**src/rtl/mem_pkg.sv**
```systemverilog
// Shared memory-path defaults and width helpers, reused by the line assembler
// and the cache fill logic.
package mem_pkg;

    localparam int DEF_EXT_MEM_DATA_WIDTH = 40;
    localparam int DEF_BEATS_PER_LINE     = 2;

    function automatic int line_width(input int ext_width, input int beats);
        return ext_width * beats;
    endfunction

endpackage

```
**src/rtl/mem_beat_counter.sv**
```systemverilog
// Counts beats accepted into the partial line; clears on flush and wraps after
// the final beat of a line.
module mem_beat_counter #(
    parameter int BEATS_PER_LINE = 2,
    parameter int CNT_W          = 1
) (
    input  logic             clk,
    input  logic             srst,
    input  logic             i_flush,
    input  logic             i_inc,
    output logic [CNT_W-1:0] o_count,
    output logic             o_last
);

    localparam logic [CNT_W-1:0] LAST_VAL = CNT_W'(BEATS_PER_LINE - 1);

    logic [CNT_W-1:0] r_count;

    // beat counter: reset, flush and wrap all return to zero
    always_ff @(posedge clk) begin
        if (srst) begin
            r_count <= '0;
        end else if (i_flush) begin
            r_count <= '0;
        end else if (i_inc) begin
            if (r_count == LAST_VAL) begin
                r_count <= '0;
            end else begin
                r_count <= r_count + CNT_W'(1);
            end
        end else begin
            r_count <= r_count;
        end
    end

    assign o_count = r_count;
    assign o_last  = (r_count == LAST_VAL);

endmodule

```
**src/rtl/mem_line_assembler.sv**
```systemverilog
// Packs BEATS_PER_LINE narrow external beats into one wide line, first beat in
// the most-significant slot, with a single-entry output register.
module mem_line_assembler
    import mem_pkg::*;
#(
    parameter int EXT_MEM_DATA_WIDTH = DEF_EXT_MEM_DATA_WIDTH,
    parameter int BEATS_PER_LINE     = DEF_BEATS_PER_LINE
) (
    input  logic                                                   clk,
    input  logic                                                   srst,
    input  logic [EXT_MEM_DATA_WIDTH-1:0]                          i_mem_data,
    input  logic                                                   i_mem_data_valid,
    output logic                                                   o_ready,
    input  logic                                                   i_flush,
    output logic [line_width(EXT_MEM_DATA_WIDTH, BEATS_PER_LINE)-1:0] o_mem_data,
    output logic                                                   o_mem_data_valid,
    input  logic                                                   i_ready,
    output logic [$clog2(BEATS_PER_LINE)-1:0]                      o_beat_count
);

    localparam int INT_MEM_DATA_WIDTH = line_width(EXT_MEM_DATA_WIDTH, BEATS_PER_LINE);
    localparam int CNT_W              = $clog2(BEATS_PER_LINE);
    localparam int ASM_W              = EXT_MEM_DATA_WIDTH * (BEATS_PER_LINE - 1);

    logic [ASM_W-1:0]              r_asm;
    logic [INT_MEM_DATA_WIDTH-1:0] r_data;
    logic                          r_valid;

    logic [CNT_W-1:0] w_count;
    logic             w_last;
    logic             w_ready;
    logic             w_accept;
    logic             w_consume;

    // Only the final beat can be blocked, and only when the finished line
    // would have nowhere to go; this keeps i_ready -> o_ready combinational.
    assign w_ready   = ~i_flush & ~(w_last & r_valid & ~i_ready);
    assign w_accept  = i_mem_data_valid & w_ready;
    assign w_consume = r_valid & i_ready;

    mem_beat_counter #(
        .BEATS_PER_LINE (BEATS_PER_LINE),
        .CNT_W          (CNT_W)
    ) u_beat_counter (
        .clk     (clk),
        .srst    (srst),
        .i_flush (i_flush),
        .i_inc   (w_accept),
        .o_count (w_count),
        .o_last  (w_last)
    );

    // assembly register: beat k of a line lands in slot k counted from the MSB
    always_ff @(posedge clk) begin
        if (srst) begin
            r_asm <= '0;
        end else begin
            for (int i = 0; i < BEATS_PER_LINE - 1; i++) begin
                if (w_accept && !w_last && (w_count == CNT_W'(i))) begin
                    r_asm[(BEATS_PER_LINE-2-i)*EXT_MEM_DATA_WIDTH +: EXT_MEM_DATA_WIDTH] <= i_mem_data;
                end
            end
        end
    end

    // output register: a completed line overrides a same-cycle consume
    always_ff @(posedge clk) begin
        if (srst) begin
            r_data  <= '0;
            r_valid <= 1'b0;
        end else if (w_accept && w_last) begin
            r_data  <= {r_asm, i_mem_data};
            r_valid <= 1'b1;
        end else if (w_consume) begin
            r_data  <= r_data;
            r_valid <= 1'b0;
        end else begin
            r_data  <= r_data;
            r_valid <= r_valid;
        end
    end

    assign o_ready          = w_ready;
    assign o_mem_data       = r_data;
    assign o_mem_data_valid = r_valid;
    assign o_beat_count     = w_count;

endmodule

```
**config.mk**
```make
export PLATFORM = sky130hd
export DESIGN_NAME = mem_line_assembler
export DESIGN_NICKNAME = d
export VERILOG_FILES = /design/src/rtl/mem_pkg.sv /design/src/rtl/mem_beat_counter.sv /design/src/rtl/mem_line_assembler.sv
export SDC_FILE = /design/constraint.sdc
export NUM_CORES = 1
export LEC_CHECK = 0
export ABC_CLOCK_PERIOD_IN_PS = 2000
export CORE_MARGIN = 3
export CORE_UTILIZATION = 44
export CTS_CLUSTER_DIAMETER = 40
export DETAILED_ROUTE_END_ITERATION = 10
export GPL_ROUTABILITY_DRIVEN = 0
export GPL_TIMING_DRIVEN = 0
export PLACE_DENSITY = 0.72
export SLEW_MARGIN = 15
export SYNTH_ARGS = -nofsm -noshare
export SYNTH_HDL_FRONTEND = slang
export SYNTH_SLANG_ARGS = --single-unit
```
**constraint.sdc**
```tcl
create_clock -name clk -period 2 [get_ports clk]
set_clock_uncertainty 0.05 [all_clocks]
set_input_delay 0.4 -clock clk [delete_from_list [all_inputs] [get_ports clk]]
set_output_delay 0.4 -clock clk [all_outputs]
set_load 0.05 [all_outputs]
```
After elaboration in Yosys (flattened, before gate mapping)
Cells that the tools add are included.
{ "word_totals": {"register_bits": 122, "out_inout_bits": 83} }
{ "classes": {"add_sub_neg": 1, "mux": 3, "bitwise": 9, "reduce_logical": 6} }
{ "op_table": {"columns": ["operator", "n"], "rows": [
  ["AND 1 bit", 5],
  ["NOT 1 bit", 4],
  ["logical AND 1 bit", 3],
  ["2-to-1 mux 1 bit", 3],
  ["nonzero test 2 bit", 1],
  ["OR reduction 2 bit", 1],
  ["adder 1 bit (second input constant)", 1],
  ["logical NOT 1 bit", 1]
]} }

Longest topological paths before layout
Gate-level depths: netlist (run 1).
{ "depth": {"depth_word": 7, "mapped_depth": 5, "ltp_nobuf": 3} }

Hierarchy
Synthesis (run 1) repeated with hierarchy kept, for this count alone.
{ "unflattened": {"hier_cells": 535, "area_unflattened_um2": 5058.6} }
{ "modules_own_cells": {"columns": ["mod", "n_inst", "cells_each", "area_per_inst_um2", "seq_area_each_um2"], "rows": [
  ["mem_line_assembler", 1, 531, 5012.3, 2422.3],
  ["mem_beat_counter", 1, 4, 46.3, 20.0]
]} }

Least setup slack after synthesis (run 1)
No wires, ideal clock.
{ "synth_path": {"kind": "register to output", "startpoint": "reg r_valid (netlist: o_mem_data_valid)", "endpoint": "out o_ready", "arrival_time_ps": 1433, "slack_ps": 117, "path_stages_with_launch": 2, "path_cell_list": "dfxtp_1 -> a31oi_1"} }
{ "synth_between": {"elab_chain_len": 4} }
{ "synth_lines": {"columns": ["item", "line", "rtl"], "rows": [
  ["start, declared", "mem_line_assembler.sv:27", "logic r_valid;"],
  ["start signal, assigned", "mem_line_assembler.sv:79", "r_valid <= r_valid;"],
  ["AND 1 bit (2 in a row)", "mem_line_assembler.sv:37", "assign w_ready = ~i_flush & ~(w_last & r_valid & ~i_ready);"],
  ["NOT 1 bit", "mem_line_assembler.sv:37", null],
  ["AND 1 bit", "mem_line_assembler.sv:37", null],
  ["end, declared", "mem_line_assembler.sv:13", "output logic o_ready,"]
]} }
Every way passes these cells.

Worst setup path after layout (run 1)
{ "layout_path": {"startpoint": "reg u_beat_counter.r_count (netlist: u_beat_counter.o_count)", "endpoint": "out o_beat_count"} }
{ "layout_rtl": {"columns": ["item", "line", "rtl"], "rows": [
  ["start, declared", "mem_beat_counter.sv:17", "logic [CNT_W-1:0] r_count;"],
  ["start signal, assigned", "mem_beat_counter.sv:29", "r_count <= r_count + CNT_W'(1);"],
  ["start signal, assigned", "mem_beat_counter.sv:32", "r_count <= r_count;"],
  ["end, declared", "mem_line_assembler.sv:18", "output logic [$clog2(BEATS_PER_LINE)-1:0] o_beat_count"]
]} }
No word-level cell between the ends.

==> metrics.md, run 1 <==
| Metric | Value |
|---|---|
| DIE HEIGHT | 117 um |
| CP max stage cell | dlygate4sd2_1 |
| WL per Instance | 15.0 um |
| Total gr overflow | 0 |
| Fraction of layout cells with a size suffix above 1 | 19.7% |
| Main flop type after synthesis | dfxtp_1 |
| Number of synthesized flops with an enable pin | 0 |
| N_diodes | 0 |
| Register area share after synthesis | 44.7% |
| Routed Antenna Nets | 0 |
| Layout area overhead | 36.7% |
| Largest net degree at the start of global routing | 17 |
| Synthesized Nets | 579 |
| Critical Path RT | 1.55 ns |
| CTS root buf | clkbuf_16 |
| Reg area | 0.00244 mm^2 |
| Peak Freq | 520 MHz |
| Critical Path Fanout Max | 8 |
| Clock slew at reported path FFs | 0.05 ns |
| Top cells by count, synth | 161 x nand2b_1, 122 x dfxtp_1, 80 x mux2i_1 |
| Die Footprint | 0.0138 mm^2 |
| Net Sw Frac | 21.4% |
| # rows | 40 |
| Psw | 0.00135 W |
| RSZ-0062 raised after global routing | false |
| Nets@finish | 724 |
| Die W | 117 um |
| CTS tree | built |
| Initial Util | 45.3% |
| Worst setup path start | u_beat_counter.o_count$_SDFFE_PP0N_ |
| Leakage power | 2.96 nW |
| Synth Register Bits | 122 |
| Final setup fails | 0 |
| Tcrit/Tclk final | 96.1% |
| CP Launch Type | flop |
| Max-Cap Viols | 0 |
| Final hold vios | 0 |
| Initial DRC count | 157 |
| # DRC | 0 |
| Delay-heaviest family, CP | buffers and inverters |
| HP Start | srst |
| Antenna violations before repair | 0 |
| CTS H-tree lvls | 4 |
| Area of placed instances | 0.00694 mm^2 |
| Post-DP HPWL | 9260 um |
| GRT Overall Usage | 19.3% |
| Cell area after layout | 0.00747 mm^2 |
| Clk buf depth | 2 |
| Post-Syn Area | 0.00546 mm^2 |
| Vias in the first global route | 4319 |
| Post-synth top area share | 44.7% |
| Worst EP arrival | 1.47 ns |
| Clk pwr share | 51.4% |
| Mapped Cells | 534 |
| Total number of vias | 4036 |
| Critical R2R Launch | u_beat_counter.o_count$_SDFFE_PP0N_ |
| Max stage delay on crit path | 0.58 ns |
| Power Internal | 0.00495 W |
| Pre-CTS setup slack | -0.395 ns |
| Drt pass-1 iters | 4 |
| Final wirelength | 12800 um |
| Logic pwr share | 8.6% |
| Clk sinks | 122 |
| Worst-Skew Late Latency | 0.40 ns |
| Max VDD drop | 0.000505 V |
| Status | complete, no violations |
| Worst-margin pin slew | 0.771 ns |
| Pwr/cell area | 844 mW/mm^2 |
| CP bufs+invs | 1 |
| Syn avg cell area | 10.2 um^2 |
| Worst rel slew slack | 48.6% |
| Post-synth cell types | 22 |
| Min Tclk post-route | 1.92 ns |
| Port-buffer cells | 126 |
| HP Class | in -> reg |
| Ranking of synthesized cells by area | dfxtp_1 45%, nand2b_1 18%, mux2i_1 15% |
| Total core area | 0.0121 mm^2 |
| Avg Vias per Cell | 4.70 |
| Setup TNS | 0 ns |
| Pwr Total | 0.00630 W |
| CTS buffer count | 17 |
| Synth warn | 0 |
| Area taken by multi-input logic gates | 0.00263 mm^2 |
| Post-synth top area cell | dfxtp_1 |
| # fillers | 1014 |
| Setup ws final | 0.0782 ns |
| Final Max Slew Viols | 0 |
| Worst path cell trace | dlygate4sd2_1 |
| Nature of the critical path endpoint | output pin |
| Flop pwr share | 40.0% |
| First-pass GRT wire length | 21400 um |
| Top Ports | 128 |
| Async S/R FF share, synth | 0% |
| Most frequent cell after synthesis | nand2b_1 |
| Critical path type | reg -> out |
-- through the flow --
stage / instances / hold WS [ns] / util (%)
4_1_cts: 859 / 0.309 / 61.9
2_1_floorplan: 534 / 0.392 / -
3_3_place_gp: 828 / 0.398 / 57.5
6_report: 859 / 0.323 / 61.9
5_1_grt: 859 / 0.324 / 61.9
3_5_place_dp: 828 / 0.401 / 57.5
-- layer usage --
metal	vias to the layer above	global-route usage, %	wire length (um)
li1	2015	-	-
met1	1911	23.6	5880
met2	100	32.4	6190
met3	10	6.41	647
met4	0	5.65	131
met5	-	0	0
-- what timing repair did --
| action | 4_1_cts | 5_1_grt |
|---|---|---|
| endpoints found under the setup margin | 80 | 4 |
| pin swaps | 0 | 0 |
| hold buffers | 0 | 0 |
| setup buffers | 0 | 0 |
| gates resized for setup | 81 | 5 |
-- registers in the layout, indices dropped and copies added, names as in the netlist --
name                    flops
o_mem_data                 80
r_asm                      40
o_mem_data_valid            1
u_beat_counter.o_count      1
-- worst min-delay path, delay by kind of cell --
| family | cells | cell delay, ns |
|---|---|---|
| AND/OR/NAND/NOR | 1 | 0.12 |
| buffers and inverters | 1 | 0.15 |
| multiplexers | 1 | 0.06 |
-- power groups by stage --
stage	Sequential, W	Combinational [W]	Clock, W
4_1_cts	0.00252	0.000547	0.00330
6_report	0.00252	0.000541	0.00324
2_1_floorplan	0.00262	0.000297	0
3_3_place_gp	0.00257	0.000546	0
5_1_grt	0.00253	0.000584	0.00341
3_5_place_dp	0.00257	0.000554	0
-- cell families after synthesis --
family	after synthesis	synth area share, %
and+or+nand+nor	249	26.9
buffers and inverters	41	7.12
muxes	80	14.7
DFF	122	44.7
AOI/OAI and AO/OA	42	6.62
-- layout make-up --
class | count | area share [%]
multi-input combinational | 371 | 35.2
sequential | 122 | 32.7
timing repair buffer | 126 | 15.6
clock buffer | 24 | 6.58
buffer | 40 | 5.16
tap | 168 | 2.81
clock inverter | 7 | 1.84
inverter | 1 | 0.0503
-- path summary, 6_finish.rpt --
kind,end,slack [ns],depth (start not counted)
min reg2reg,r_asm[10]$_SDFFE_PP0P_,0.41,2
min,o_mem_data[3]$_SDFFE_PP0P_,0.32,3
max,o_beat_count,0.08,1
max reg2reg,r_asm[4]$_SDFFE_PP0P_,0.57,5
-- cells in the final DEF (no fill, tap or decap), drive strengths merged --
cell,netlist,routed
a21oi,41,41
a31oi,1,1
and3,2,2
buf,26,26
bufinv,0,4
clkbuf,14,39
clkdlybuf4s50,0,43
clkinv,0,2
clkinvlp,0,1
dfxtp,122,122
dlygate4sd2,0,79
dlymetal6s2s,0,3
inv,1,1
mux2i,80,80
nand2,81,81
nand2b,161,161
nor2,1,1
nor2b,1,1
nor3b,1,1
nor4,1,1
or3b,1,1
Note: power is estimated with default switching activity, not from simulation.
==> run 2, diff against run 1 <==
==> constraint.sdc (replaced) <==
create_clock -name clk -period 2 [get_ports clk]
set_clock_uncertainty 0.05 [all_clocks]
set_input_delay 0.4 -clock clk [delete_from_list [all_inputs] [get_ports clk]]
set_output_delay 0.4 -clock clk [all_outputs]
set_load 0.005 [all_outputs]
==> run 2 against run 1 <==
Sequential share of layout area is 0.41 points lower; die area stayed put; combinational power is 8.7% lower; worst setup slack better by 0.016 ns; hold slack hardly changed; final area is 1.3% higher; largest power group unchanged.
==> metrics.md, run 2 (synthesized netlist as in run 1, its figures left out) <==
| Metric | Value |
|---|---|
| Status | complete, no violations |
| Fraction of layout cells with a size suffix above 1 | 19.5% |
| First-pass GRT wire length | 21400 um |
| Critical Path RT | 1.55 ns |
| Delay-heaviest family, CP | buffers and inverters |
| Pwr/cell area | 827 mW/mm^2 |
| Total gr overflow | 0 |
| GRT Overall Usage | 19.2% |
| Post-DP HPWL | 9260 um |
| CTS buffer count | 17 |
| Critical Path Fanout Max | 8 |
| Reg2Reg Setup Slack | 0.57 ns |
| CTS root buf | clkbuf_16 |
| Initial DRC count | 149 |
| Drt pass-1 iters | 4 |
| Total number of vias | 4040 |
| Antenna violations before repair | 0 |
| Initial Util | 45.3% |
| Critical R2R Launch | u_beat_counter.o_count$_SDFFE_PP0N_ |
| Nature of the critical path endpoint | output pin |
| Leakage power | 2.53 nW |
| DIE HEIGHT | 117 um |
| Final wirelength | 12900 um |
| Vias in the first global route | 4318 |
| Final Max Slew Viols | 0 |
| Largest register FFs | 80 |
| CP bufs+invs | 1 |
| Top Ports | 128 |
| Final hold vios | 0 |
| Tcrit/Tclk final | 95.3% |
| Most frequent cells in the layout | 161 x nand2b_1, 124 x clkdlybuf4s50_1, 122 x dfxtp_1, 80 x mux2i_1, 41 x nand2_1 |
| Worst EP arrival | 1.46 ns |
| Clk sinks | 122 |
| Clk buf depth | 2 |
| Min Tclk post-route | 1.91 ns |
| Worst path cell trace | clkdlybuf4s50_1 |
| Critical path type | reg -> out |
| Die W | 117 um |
| Worst-Skew Late Latency | 0.40 ns |
| # DRC | 0 |
| Crit Reg-Reg Endpoint | r_asm[38]$_SDFFE_PP0P_ |
| WL per Instance | 15.0 um |
| Total core area | 0.0121 mm^2 |
| Clock slew at reported path FFs | 0.05 ns |
| Cell area after layout | 0.00756 mm^2 |
| Routed Antenna Nets | 0 |
| Setup crit end | o_beat_count |
| RSZ-0062 raised after global routing | false |
| HP Class | in -> reg |
| Largest net degree at the start of global routing | 17 |
| CTS tree | built |
| CP Launch Type | flop |
| CP max stage cell | clkdlybuf4s50_1 |
| N_diodes | 0 |
| Max VDD drop | 0.000500 V |
| Final setup fails | 0 |
| Commonest non-fill, non-tap cell in the layout | nand2b_1 |
| Max stage delay on crit path | 0.57 ns |
| Area of placed instances | 0.00694 mm^2 |
| Placed cells | 828 |
| CTS H-tree lvls | 4 |
| # rows | 40 |
| Peak Freq | 525 MHz |
| Die Footprint | 0.0138 mm^2 |
| Worst-margin pin slew | 0.782 ns |
| Reg2Reg Depth | 5 |
| Worst rel slew slack | 47.9% |
| Finished Layout Cells | 859 |
| Layout area overhead | 38.4% |
| Avg Vias per Cell | 4.70 |
| Worst setup path start | u_beat_counter.o_count$_SDFFE_PP0N_ |
| Post-CTS Setup Repair Bufs | 0 |
| Nets@finish | 724 |
| Max-Cap Viols | 0 |
| Cell count along the critical path | 1 |
| Port-buffer cells | 126 |
[run 2: stage by stage]
step	worst slack [ns]	TNS (ns)	hold slack [ns]	util [%]	total power, W
2_1_floorplan	0.662	0	0.392	-	0.00286
3_3_place_gp	-0.0812	-0.0812	0.398	57.5	0.00306
3_5_place_dp	-0.0927	-0.0927	0.401	57.5	0.00307
4_1_cts	0.0890	0	0.309	62.7	0.00632
5_1_grt	0.0320	0	0.324	62.7	0.00647
6_report	0.0947	0	0.323	62.7	0.00625
[run 2: area by class of cell]
cell class,count,area [um^2]
inverters,1,3.75
flip-flops and latches,122,2440
fillers,994,4500
multi-input cells,371,2630
clock buffers,24,492
clock inverters,7,138
plain buffers,40,385
repair buffers,126,1260
well taps,168,210
[run 2: per-layer routing]
| layer | part of all wire [%] | global-route usage [%] |
|---|---|---|
| met5 | 0 | 0 |
| met1 | 46 | 23.7 |
| met4 | 0.78 | 5.21 |
| met3 | 4.8 | 6.03 |
| met2 | 49 | 32.6 |
[run 2: worst min path at each step]
stage                                 from                     endpoint  slack (ns)  cells after the start
floorplan           r_asm[16]$_SDFFE_PP0P_       r_asm[16]$_SDFFE_PP0P_        0.39                      2
global placement    r_asm[31]$_SDFFE_PP0P_       r_asm[31]$_SDFFE_PP0P_        0.40                      2
detailed placement  r_asm[10]$_SDFFE_PP0P_       r_asm[10]$_SDFFE_PP0P_        0.40                      2
CTS                                   srst  o_mem_data[79]$_SDFFE_PP0P_        0.31                      3
global route                          srst   o_mem_data[3]$_SDFFE_PP0P_        0.32                      3
finish                                srst   o_mem_data[1]$_SDFFE_PP0P_        0.32                      3
[run 2: power breakdown]
part / total [W] / leakage (nW) / switching (W) / internal [W]
Clock: 0.00324 / 0.306 / 0.00103 / 0.00221
Combinational: 0.000494 / 1.23 / 0.000228 / 0.000266
Sequential: 0.00252 / 0.988 / 0.0000357 / 0.00249
Total: 0.00625 / 2.53 / 0.00129 / 0.00496
[run 2: repair_timing]
item	CTS	global route
endpoints found under the hold margin	0	0
endpoints found under the setup margin	1	0
hold buffers	0	0
gates resized for setup	2	0
